===== src/rtl/period_scheduler.sv =====
// Class-period sequencer: tracks the active period from the timer's minute-of-day.
// Latency: 1 cycle from a new timer value (or SEEK) to registered outputs/pulses.
// Backpressure: none; the host table port accepts one write per cycle at any time.
//
// Ports: clk/rst_n (async active-low); enable gates the schedule; hour/minute is the
// timer value; cfg_we/cfg_addr/cfg_start/cfg_len write one table entry; outputs are
// period_idx, period_act, period_start/period_end pulses, day_done level and warn pulse.
// Optional feature macro: SCHED_WARN_EN builds the pre-end warn pulse; otherwise warn = 0.
module period_scheduler #(
    parameter int NUM_PERIODS = 8,
    parameter int LEN_W       = 7,
    parameter int WARN_MIN    = 5,
    localparam int IDX_W      = (NUM_PERIODS > 1) ? $clog2(NUM_PERIODS) : 1
) (
    input  logic             clk,
    input  logic             rst_n,
    input  logic             enable,
    input  logic [4:0]       hour,
    input  logic [5:0]       minute,
    input  logic             cfg_we,
    input  logic [3:0]       cfg_addr,
    input  logic [10:0]      cfg_start,
    input  logic [LEN_W-1:0] cfg_len,
    output logic [IDX_W-1:0] period_idx,
    output logic             period_act,
    output logic             period_start,
    output logic             period_end,
    output logic             day_done,
    output logic             warn
);

    typedef enum logic [2:0] {S_IDLE, S_SEEK, S_WAIT, S_IN, S_DONE} state_t;

    state_t           state_q, state_d;
    logic [10:0]      now_q, now_d;
    logic [IDX_W-1:0] idx_q, idx_d;
    logic             act_q, act_d;
    logic             done_q, done_d;
    logic             start_pls_q, start_pls_d;
    logic             end_pls_q, end_pls_d;
    logic [10:0]      start_q [NUM_PERIODS];
    logic [10:0]      start_d [NUM_PERIODS];
    logic [LEN_W-1:0] len_q   [NUM_PERIODS];
    logic [LEN_W-1:0] len_d   [NUM_PERIODS];

    // End of an entry; anything past the last minute of the day saturates at 1440.
    function automatic logic [10:0] end_of(input logic [10:0] s, input logic [LEN_W-1:0] l);
        logic [11:0] sum;
        sum = {1'b0, s} + 12'(l);
        return (sum > 12'd1439) ? 11'd1440 : sum[10:0];
    endfunction

    logic [10:0]      now_in;
    logic             now_vld;
    logic             now_chg;
    logic [10:0]      cur_start;
    logic [10:0]      cur_end;
    logic             seek_hit;
    logic [IDX_W-1:0] seek_i;
    logic             next_hit;
    logic [IDX_W-1:0] next_i;

    assign now_in    = 11'(hour) * 11'd60 + 11'(minute);
    assign now_vld   = (hour <= 5'd23) && (minute <= 6'd59);
    assign now_chg   = (now_in != now_q);
    assign cur_start = start_q[idx_q];
    assign cur_end   = end_of(start_q[idx_q], len_q[idx_q]);

    // Candidate searches. Descending loops leave the lowest matching index.
    // The "next" search only accepts entries whose start is still ahead of (or at)
    // now, so overlapped entries that can no longer open are skipped.
    always_comb begin
        seek_hit = 1'b0;
        seek_i   = '0;
        next_hit = 1'b0;
        next_i   = '0;
        for (int i = NUM_PERIODS - 1; i >= 0; i--) begin
            if ((len_q[i] != '0) && (end_of(start_q[i], len_q[i]) > now_in)) begin
                seek_hit = 1'b1;
                seek_i   = IDX_W'(i);
                if ((IDX_W'(i) > idx_q) && (start_q[i] >= now_in)) begin
                    next_hit = 1'b1;
                    next_i   = IDX_W'(i);
                end
            end
        end
    end

    // Table write port; out-of-range addresses match no entry and are dropped.
    always_comb begin
        for (int i = 0; i < NUM_PERIODS; i++) begin
            start_d[i] = start_q[i];
            len_d[i]   = len_q[i];
            if (cfg_we && (cfg_addr == 4'(i))) begin
                start_d[i] = cfg_start;
                len_d[i]   = cfg_len;
            end
        end
    end

`ifdef SCHED_WARN_EN
    localparam logic [10:0] WARN_OFS = 11'(WARN_MIN);
    logic warn_q, warn_d;
    logic [LEN_W-1:0] cur_len;
    assign cur_len = len_q[idx_q];
`endif

    always_comb begin
        state_d     = state_q;
        now_d       = now_q;
        idx_d       = idx_q;
        act_d       = act_q;
        done_d      = done_q;
        start_pls_d = 1'b0;
        end_pls_d   = 1'b0;
`ifdef SCHED_WARN_EN
        warn_d      = 1'b0;
`endif
        // An out-of-range timer value freezes everything except the pulses.
        if (now_vld) begin
            now_d = now_in;
            if (!enable) begin
                state_d = S_IDLE;
                act_d   = 1'b0;
                done_d  = 1'b0;
            end else begin
                case (state_q)
                    S_IDLE: state_d = S_SEEK;
                    S_SEEK: begin
                        if (!seek_hit) begin
                            state_d = S_DONE;
                            done_d  = 1'b1;
                        end else begin
                            idx_d = seek_i;
                            if (start_q[seek_i] <= now_in) begin
                                state_d     = S_IN;
                                act_d       = 1'b1;
                                start_pls_d = 1'b1;
                            end else begin
                                state_d = S_WAIT;
                            end
                        end
                    end
                    S_WAIT: begin
                        if (now_chg && (now_in == cur_start)) begin
                            state_d     = S_IN;
                            act_d       = 1'b1;
                            start_pls_d = 1'b1;
                        end
                    end
                    S_IN: begin
                        if (now_chg) begin
                            if (now_in >= cur_end) begin
                                end_pls_d = 1'b1;
                                act_d     = 1'b0;
                                if (next_hit) begin
                                    idx_d = next_i;
                                    // Back-to-back entry opens in the same cycle.
                                    if (start_q[next_i] == now_in) begin
                                        act_d       = 1'b1;
                                        start_pls_d = 1'b1;
                                    end else begin
                                        state_d = S_WAIT;
                                    end
                                end else begin
                                    state_d = S_DONE;
                                    done_d  = 1'b1;
                                end
                            end
`ifdef SCHED_WARN_EN
                            else if ((now_in == cur_end - WARN_OFS) && (int'(cur_len) > WARN_MIN)) begin
                                warn_d = 1'b1;
                            end
`endif
                        end
                    end
                    S_DONE: begin
                        // A smaller minute-of-day than last seen means midnight passed.
                        if (now_in < now_q) begin
                            state_d = S_SEEK;
                            done_d  = 1'b0;
                        end
                    end
                    default: state_d = S_IDLE;
                endcase
            end
        end
    end

    always_ff @(posedge clk or negedge rst_n) begin
        if (!rst_n) begin
            state_q     <= S_IDLE;
            now_q       <= '0;
            idx_q       <= '0;
            act_q       <= 1'b0;
            done_q      <= 1'b0;
            start_pls_q <= 1'b0;
            end_pls_q   <= 1'b0;
            for (int i = 0; i < NUM_PERIODS; i++) begin
                start_q[i] <= '0;
                len_q[i]   <= '0;
            end
        end else begin
            state_q     <= state_d;
            now_q       <= now_d;
            idx_q       <= idx_d;
            act_q       <= act_d;
            done_q      <= done_d;
            start_pls_q <= start_pls_d;
            end_pls_q   <= end_pls_d;
            for (int i = 0; i < NUM_PERIODS; i++) begin
                start_q[i] <= start_d[i];
                len_q[i]   <= len_d[i];
            end
        end
    end

`ifdef SCHED_WARN_EN
    always_ff @(posedge clk or negedge rst_n) begin
        if (!rst_n) warn_q <= 1'b0;
        else        warn_q <= warn_d;
    end
    assign warn = warn_q;
`else
    assign warn = 1'b0;
`endif

    assign period_idx   = idx_q;
    assign period_act   = act_q;
    assign period_start = start_pls_q;
    assign period_end   = end_pls_q;
    assign day_done     = done_q;

endmodule


===== config.mk =====
export PLATFORM = sky130hd
export DESIGN_NAME = period_scheduler
export DESIGN_NICKNAME = d
export VERILOG_FILES = /design/src/rtl/period_scheduler.sv
export SDC_FILE = /design/constraint.sdc
export NUM_CORES = 1
export LEC_CHECK = 0
export ABC_AREA = 1
export CORE_ASPECT_RATIO = 0.75
export CORE_MARGIN = 4
export CORE_UTILIZATION = 40
export DETAILED_ROUTE_END_ITERATION = 10
export HOLD_SLACK_MARGIN = 0.03
export PLACE_DENSITY = 0.68
export SLEW_MARGIN = 20
export SYNTH_ARGS = -nofsm -noshare
export SYNTH_HDL_FRONTEND = slang
export SYNTH_SLANG_ARGS = --single-unit

===== constraint.sdc =====
create_clock -name clk -period 9.2 [get_ports clk]
set_input_delay 2.3 -clock clk [delete_from_list [all_inputs] [get_ports clk]]
set_output_delay 2.3 -clock clk [all_outputs]
set_load 0.02 [all_outputs]

### Word-level counts from Yosys, hierarchy flattened

Cells that the tools add are included.

| operators by class | value |
|---|---|
| divide/modulo/power cells | 0 |
| order comparisons | 41 |
| $mul | 1 |
| bitwise gates (word level) | 3 |
| shift operators | 0 |
| add/subtract/negate cells | 10 |
| eq/ne operators | 29 |
| reductions and logical operators | 41 |
| mux-type cells | 113 |

Operators with widths:

| cell | number |
|---|---|
| 2-to-1 mux 11 bit | 15 |
| adder 11 x 7 -> 12 bit | 9 |
| > comparator 12 x 11 -> 1 bit, second input constant | 9 |
| 2-to-1 mux 3 bit | 36 |
| binary-select mux 11 bit (select 3 bit) | 3 |
| greater-or-equal comparator 11 bit | 9 |
| > comparator 11 bit | 8 |
| nonzero test 7 bit | 8 |
| 2-to-1 mux 1 bit | 51 |
| logical AND 1 bit | 26 |
| inequality test 3 bit, second input constant | 8 |
| == test 11 bit | 2 |
| binary-select mux 7 bit (select 3 bit) | 1 |
| AND reduction 7 bit | 3 |
| == test 4 x 3 -> 1 bit, second input constant | 4 |
| one-hot mux 3 bit (5 select lines) | 1 |
| 2-to-1 mux 7 bit | 2 |
| greater-or-equal comparator 4 bit, second input constant | 3 |
| > comparator 3 bit, first input constant | 4 |
| inverter 3 -> 4 bit | 3 |
| adder 11 x 6 -> 11 bit | 1 |
| less-or-equal comparator 11 bit | 1 |
| less-than comparator 11 bit | 1 |
| inequality test 11 bit | 1 |
| other kinds (19) | 29 |

| storage, ports and cells | value |
|---|---|
| logic and storage cells | 261 |
| input port bits | 37 |
| memory bits (writable) | 0 |
| ROM bits | 0 |
| latch bits | 0 |
| output and inout port bits | 8 |
| register bits after elaboration | 165 |
| memories | 0 |

### Longest topological paths before layout

Gate-level depths: netlist of the first run.

| depth | value |
|---|---|
| depth in word-level cells | 32 |
| mapped depth | 49 |
| gate-level depth less buffers | 48 |

### Least setup slack after synthesis of the first run

Ideal clock, no wire load.

| timing path | value |
|---|---|
| kind | input to register |
| start | input port hour[0] |
| end | register act_q (netlist: period_act) |
| data required time | 9.081 ns |
| stages on the path | 43 |
| slack | 0.008 ns |
| path buffers | 1 |
| data arrival time | 9.073 ns |
| library setup time | 0.119 ns |
| cells stage by stage | fa_1 > fa_1 > inv_1 > fa_1 > inv_1 > ha_1 > nand2_1 > nor2_1 > a211oi_1 > nor2_1 > inv_1 > nor2_1 > xor2_1 > ha_1 > nand2_1 > inv_1 > nand2_1 > inv_1 > (+7 left out) > clkinv_1 > clkbuf_1 > nand2_1 > nand3_1 > nand3_1 > o21ai_0 > ha_1 > a21oi_1 > o31ai_1 > a221oi_1 > o21ai_0 > a21boi_0 > o21ai_0 > o41ai_1 > o211ai_1 > a21oi_1 > nand2b_1 > nand2_1 |

| between the ends | value |
|---|---|
| word-level cells in the longest chain between the ends | 31 |
| elaborated cells between the ends (all ways) | 110 |
| those cells by class | 1 x add/sub; 1 x mul; 19 x order compare; 8 x eq/ne; 60 x mux; 2 x bitwise; 19 x reduce/logical |

Ends and longest elaborated chain:

| item | RTL line | RTL |
|---|---|---|
| start, declared | 18 | `input logic [4:0] hour,` |
| multiplier 5 x 4 -> 9 bit | 63 | `assign now_in = 11'(hour) * 11'd60 + 11'(minute);` |
| adder 11 x 6 -> 11 bit | 63 |  |
| greater-or-equal comparator 11 bit | 81 | `if ((IDX_W'(i) > idx_q) && (start_q[i] >= now_in)) begin` |
| logical AND 1 bit | 81 |  |
| 2-to-1 mux 3 bit | 81 |  |
| 2-to-1 mux 3 bit | 78 | `if ((len_q[i] != '0) && (end_of(start_q[i], len_q[i]) > now_in)) begin` |
| 2-to-1 mux 3 bit | 81 |  |
| 2-to-1 mux 3 bit | 78 |  |
| (+14 left out) | -- |  |
| 2-to-1 mux 11 bit (not written as such) (2 in a row) | 159 | `if (start_q[next_i] == now_in) begin` |
| == test 11 bit | 159 |  |
| 2-to-1 mux 1 bit | 159 |  |
| 2-to-1 mux 1 bit | 156 | `if (next_hit) begin` |
| 2-to-1 mux 1 bit | 153 | `if (now_in >= cur_end) begin` |
| 2-to-1 mux 1 bit | 152 | `if (now_chg) begin` |
| one-hot mux 1 bit (3 select lines) | 127 | `case (state_q)` |
| 2-to-1 mux 1 bit | 122 | `if (!enable) begin` |
| end signal, assigned | 207 | `act_q <= act_d;` |
| end, declared | 37 | `logic act_q, act_d;` |

Parallel ways exist; a longest one is shown, timed or not. The select of a mux whose other input is x is not followed.
A chain may end at the register's enable or synchronous reset.

### Final worst setup path of the first run

Same ends and word-level chain as after synthesis.

==> results.toml, run 1 <==
[outcome]
outcome = "finished clean"

[critical_path]
start_kind = "primary input"
crit_buf_inv = 10
cp.arrival_ns = 9.20
end_kind = "register"
startpoint = "hour[0]"
cp_max_fo = 12
cp_slowest_stage_delay_ns = 0.55
path_class = "primary input to register"
crit_required_ns = 9.55
worst_path_max_delay_cell = "fa_1"
r2r_start = "start_q[77]"
cp_top_family = "adder cells"
worst_path_most_repeated_cell = "buf_4"

[die]
start_util_pct = 40.9
pin_count = 45
chipWidth_um = 256
die_area_sq_um = 49800
core_sq_um = 45200
die-height_um = 194
core.rowCount = 67

[placement]
dpl.cell_count = 3423
dp_hpwl_um = 65000
io_buffers = 43
place_ws_ns = -0.946
placed_area_sq_um = 20600
place_congestion = 1.06

[clock_tree]
postCtsHoldBufs = 0
cts_tree = "built"
path_clk_slew_ns = 0.07
cts_root_buffer = "clkbuf_16"
cts.sinks = 165
h-tree-depth = 4
clockBufferDepth = 2
cts_buffers = 17
clkLatencyLatePin_ns = 0.47

[routing]
wl_per_cell_um = 24.4
drcViolationCount = 0
vias = 20300
first_pass_iters = 6
ant_nets = 0
vias_per_cell = 5.87
wl_um = 84600
initialDrtViolationCount = 2490

[timing]
layout_setup_ws_ns = 0.350
tns_ns = 0
hold_ws_ns = 0.483
max_freq_ghz = 0.113
skew_ns = 0.0154
finalCriticalPeriod_ns = 8.85
final_max_slew_viol_count = 0
worstMarginPinSlew_ns = 0.997
slew-limit-headroom_pct = 33.3
finalHoldViolCount = 0
setup_viol = 0
fin_crit_sh_pct = 96.2

[synthesis]
synthFlopType = "dfrtp_1"
synth_top_cell_area_share_pct = 22.3
yosysWarnings = 0
ys_seq_area_share_pct = 22.3
synth_area_leaders = "dfrtp_1, ha_1, nand2_1"
synth_top_area_cell = "dfrtp_1"
syn-num-nets = 3070
synth_area_sq_um = 18500
syn_area_per_cell_sq_um = 6.76
syn_inst = 2736
synth-edff-count = 0
synth_async_sr_flop_share_pct = 100
yosysUniqueCellTypes = 53
yosys-top-cells-count = "nand2_1, inv_1, o21ai_0"
yosys_register_bits = 165
yosysMostFrequentCell = "nand2_1"

[flow_run]
maxCapViolCount = 0

[hold_path]
min_path_type = "register to register"
holdCritStartpoint = "day_done"

[finish]
fin_nets = 3203
final_cells = 3469
design_area_sq_um = 21700
area_delta_synth_final_pct = 17.5
nFillCells = 4489
drive_above_1_share_pct = 10.3

[global_route]
grt_pass1_vias = 18900
grt_use_total_pct = 33.3
grt_pass1_wl_um = 124000
grt_max_degree = 101
antenna_found_initial = 3
gr-total-overflow = 0

[power_and_ir_drop]
peakVddDrop_mv = 0.222
powerDensity_nw_per_um2 = 460
power.leakage_nw = 11.2
## cell type report
cell class | count | area (sq um) | area share, %
sequential | 165 | 4130 | 19.0
antenna | 1 | 2.50 | 0.0115
inverter | 329 | 1240 | 5.71
tap | 586 | 733 | 3.37
clock inverter | 14 | 186 | 0.857
timing repair buffer | 202 | 1940 | 8.93
clock buffer | 18 | 439 | 2.02
multi-input combinational | 2154 | 13100 | 60.1
## what timing repair did
| action | in CTS | in global routing |
|---|---|---|
| resized for setup | 27 | 87 |
| endpoints found under the setup margin | 3 | 5 |
| buffers inserted | 2 | 8 |
| cloned | 0 | 2 |
| pin swaps | 10 | 46 |
## final timing paths
kind,slack [ns],end,depth (start not counted)
worst max register to register,1.74,period_act,46
max in group asynchronous,6.06,start_q[70],2
worst max-delay path,0.35,period_act,40
worst min-delay path,0.48,day_done,2
min in group asynchronous,1.76,len_q[35],1
worst min register to register,0.48,day_done,2
## power by group
group          switching [mW]  leakage (nW)  internal (mW)
Clock                   0.359         0.294          0.442
Combinational            4.95          8.77           3.02
Sequential              0.338          2.09          0.886
## state kept, by name, summed over array words and instances (netlist names)
register      flops
day_done          1
len_q            56
now_q            11
period_act        1
period_end        1
period_idx        3
period_start      1
start_q          88
state_q           3
## tightest hold or removal path: stages, from the launching register on
cell	delay [ns]
dfrtp_1	0.36
nand2_1	0.05
nand2_1	0.04
## layout by cell type (no fill, tap or decap), types with 19 or more instances in the layout
cell type          n
nor3_1            25
clkdlybuf4s50_1   37
nand3_1          174
nand2_1          636
o21ai_0          295
nor2_1           205
buf_12            20
nand4_1           34
dfrtp_1          165
buf_4            130
inv_1            311
clkbuf_16         19
a21oi_1          195
xor2_1            53
ha_1             275
## per-stage QoR
stage / utilization (%) / power (mW)
floorplan: - / 5.54
global placement: 45.6 / 8.33
finish: 48.1 / 9.99
global route: 48.1 / 10.8
detailed placement: 45.6 / 8.46
CTS: 47.2 / 9.34
## logic make-up (layout without fill, tap and decap cells)
family / Yosys count / in the layout / synth area share [%]
buffers and inverters: 417 / 563 / 8.82
XOR/XNOR: 65 / 65 / 3.08
adder cells (fa/ha/maj): 297 / 297 / 20.8
other: 1 / 2 / 0.0203
AO/OA/AOI/OAI: 636 / 636 / 18.9
AND/OR/NAND/NOR: 1155 / 1155 / 26.1
flip-flops: 165 / 165 / 22.3
## routing by layer
layer | vias to the layer above | track usage [%] | wire length, um
met5 | - | 0 | 14
met4 | 2 | 10.4 | 2900
met3 | 143 | 10.6 | 10800
met2 | 1065 | 47.1 | 33900
met1 | 9664 | 48.0 | 37000
li1 | 9475 | - | -
(Power assumes the default switching activity.)
==> run 2, diff against run 1 <==
--- a/config.mk
+++ b/config.mk
@@ -11,6 +11,7 @@
 export CORE_UTILIZATION = 40
 export DETAILED_ROUTE_END_ITERATION = 10
 export HOLD_SLACK_MARGIN = 0.03
+export MAX_ROUTING_LAYER = met4
 export PLACE_DENSITY = 0.68
 export SLEW_MARGIN = 20
 export SYNTH_ARGS = -nofsm -noshare
==> run 2 against run 1 <==
  * Cell count grew 2.2%
  * Global-route usage up 2.9 points
  * Critical path depth decreased by 1
  * Setup slack got worse by 0.077 ns
  * Sequential share of layout area shrank 0.77 points
  * Via count increased by 1.8%
  * Largest cell class unchanged
  * Clock skew rose by 0.0036 ns
  * Maximum frequency fell by 0.86%
==> results.toml, run 2 (synthesis results as in run 1) <==
[timing]
slew-limit-headroom_pct = 32.5
finalHoldViolCount = 0
final_max_slew_viol_count = 0
skew_ns = 0.0191
worstMarginPinSlew_ns = 1.01
max_freq_ghz = 0.112
finalCriticalPeriod_ns = 8.93
tns_ns = 0
setup_viol = 0
rsz0062_at_grt = "true"
fin_crit_sh_pct = 97.0

[global_route]
grtUsageMet3_pct = 9.18
grt_pass1_wl_um = 129000
antenna_found_initial = 5
grt_pass1_vias = 19200
use_met1_pct = 50.7
grt_use_total_pct = 36.2
met2_usage_pct = 50.6
gr-total-overflow = 0
top_usage_layer = "met1"
grt_max_degree = 72

[clock_tree]
cts.sinks = 165
cts_buffers = 17
clkLatencyLatePin_ns = 0.50
h-tree-depth = 4
postCtsHoldBufs = 0
clockBufferDepth = 2
cts_root_buffer = "clkbuf_16"
path_clk_slew_ns = 0.09
cts_tree = "built"

[die]
die-height_um = 194
pin_count = 45
core_sq_um = 45200
chipWidth_um = 256
core.rowCount = 67
start_util_pct = 40.9
die_area_sq_um = 49800

[critical_path]
worst_path_max_delay_cell = "fa_1"
worst_path_most_repeated_cell = "buf_4"
cp_top_family = "adder cells"
r2r_start = "start_q[79]"
cp_slowest_stage_delay_ns = 0.57
r2r_end = "period_act"
cp_max_fo = 8
crit_buf_inv = 10
r2r_slack_ns = 1.44
cp.arrival_ns = 9.31
end_kind = "register"
start_kind = "primary input"
path_class = "primary input to register"
crit_required_ns = 9.59
reg2regPathDepth = 47

[placement]
io_buffers = 43
place_congestion = 1.04
dp_hpwl_um = 68700
dpl.cell_count = 3462

[routing]
drcViolationCount = 0
wl_per_cell_um = 25.5
initialDrtViolationCount = 2516
vias_per_cell = 5.84
vias = 20700
ant_nets = 0
first_pass_iters = 6
wl_um = 90500

[finish]
drive_above_1_share_pct = 14.0
fin_nets = 3271
final_cells = 3544
top_regs = "start_q (88), len_q (56), now_q (11)"
final_cell_mix = "nand2_1, inv_1, o21ai_0"
largest_reg_flops = 88
area_delta_synth_final_pct = 22.5
largest_register = "start_q"
final_common_cell = "nand2_1"

[hold_path]
holdPathStages = 2
holdCritStartpoint = "now_q[4]"
holdPathEnd = "now_q[4]"
min_path_type = "register to register"

[flow_run]
maxCapViolCount = 0

[outcome]
outcome = "finished clean"
run 2: area by class of cell:
class | instances | area (sq um)
antenna | 8 | 20.0
clock buffer | 17 | 425
clock inverter | 15 | 200
fill | 4463 | 22500
inverter | 329 | 1240
multi-input combinational | 2155 | 13400
sequential | 165 | 4130
tap | 586 | 733
timing repair buffer | 269 | 2550
run 2: worst max-delay path by stage:
| stage | endpoint | slack [ns] | startpoint | cells after the start |
|---|---|---|---|---|
| 2_1_floorplan | period_act | 0.008 | hour[0] | 43 |
| 3_3_place_gp | period_act | -1.08 | hour[0] | 46 |
| 3_5_place_dp | period_act | -1.29 | hour[0] | 46 |
| 4_1_cts | period_act | 0.007 | hour[1] | 46 |
| 5_1_grt | period_act | -0.05 | hour[1] | 46 |
| 6_report | period_act | 0.27 | hour[1] | 39 |
run 2: repair_timing:
| action | CTS | global route |
|---|---|---|
| gates resized for setup | 67 | 126 |
| gates cloned | 0 | 7 |
| setup buffers | 18 | 20 |
| pin swaps | 30 | 64 |
| endpoints found under the setup margin | 3 | 6 |
run 2: worst register-to-register path, delay by kind of cell (launching register included):
kind,cells,cell delay [ns]
xor+xnor,1,0.18
flops,1,0.53
buf+inv,7,0.92
simple gates,12,1.29
fa+ha+maj,3,0.78
compound gates,24,3.96
run 2: metal layers:
metal  up-vias  share of wire, %
li1       9641                 -
met1      9821                45
met2      1074                41
met3       178                11
met4         0               3.6
met5         -                 0
run 2: per-stage QoR:
step           hold slack, ns  worst slack [ns]  area, sq um  utilization, %
6_report                0.496             0.274        22700            50.1
3_3_place_gp            0.470             -1.08        20900            46.3
4_1_cts                 0.496           0.00716        21900            48.4
3_5_place_dp            0.474             -1.29        20900            46.3
2_1_floorplan           0.453           0.00793        18500               -
5_1_grt                 0.527           -0.0461        22700            50.1
Power of run 2 is left out: the tool's default activity adds up to more than one toggle a clock period on the data nets, which glitch-free logic cannot reach.
==> run 3, diff against run 2 <==
--- a/config.mk
+++ b/config.mk
@@ -6,6 +6,7 @@
 export NUM_CORES = 1
 export LEC_CHECK = 0
 export ABC_AREA = 1
+export CAP_MARGIN = 20
 export CORE_ASPECT_RATIO = 0.75
 export CORE_MARGIN = 4
 export CORE_UTILIZATION = 40
==> results of run 3 <==
The final DEF is identical to that of run 2; final timing and power are the same.
Power of run 3 is left out for the same reason.
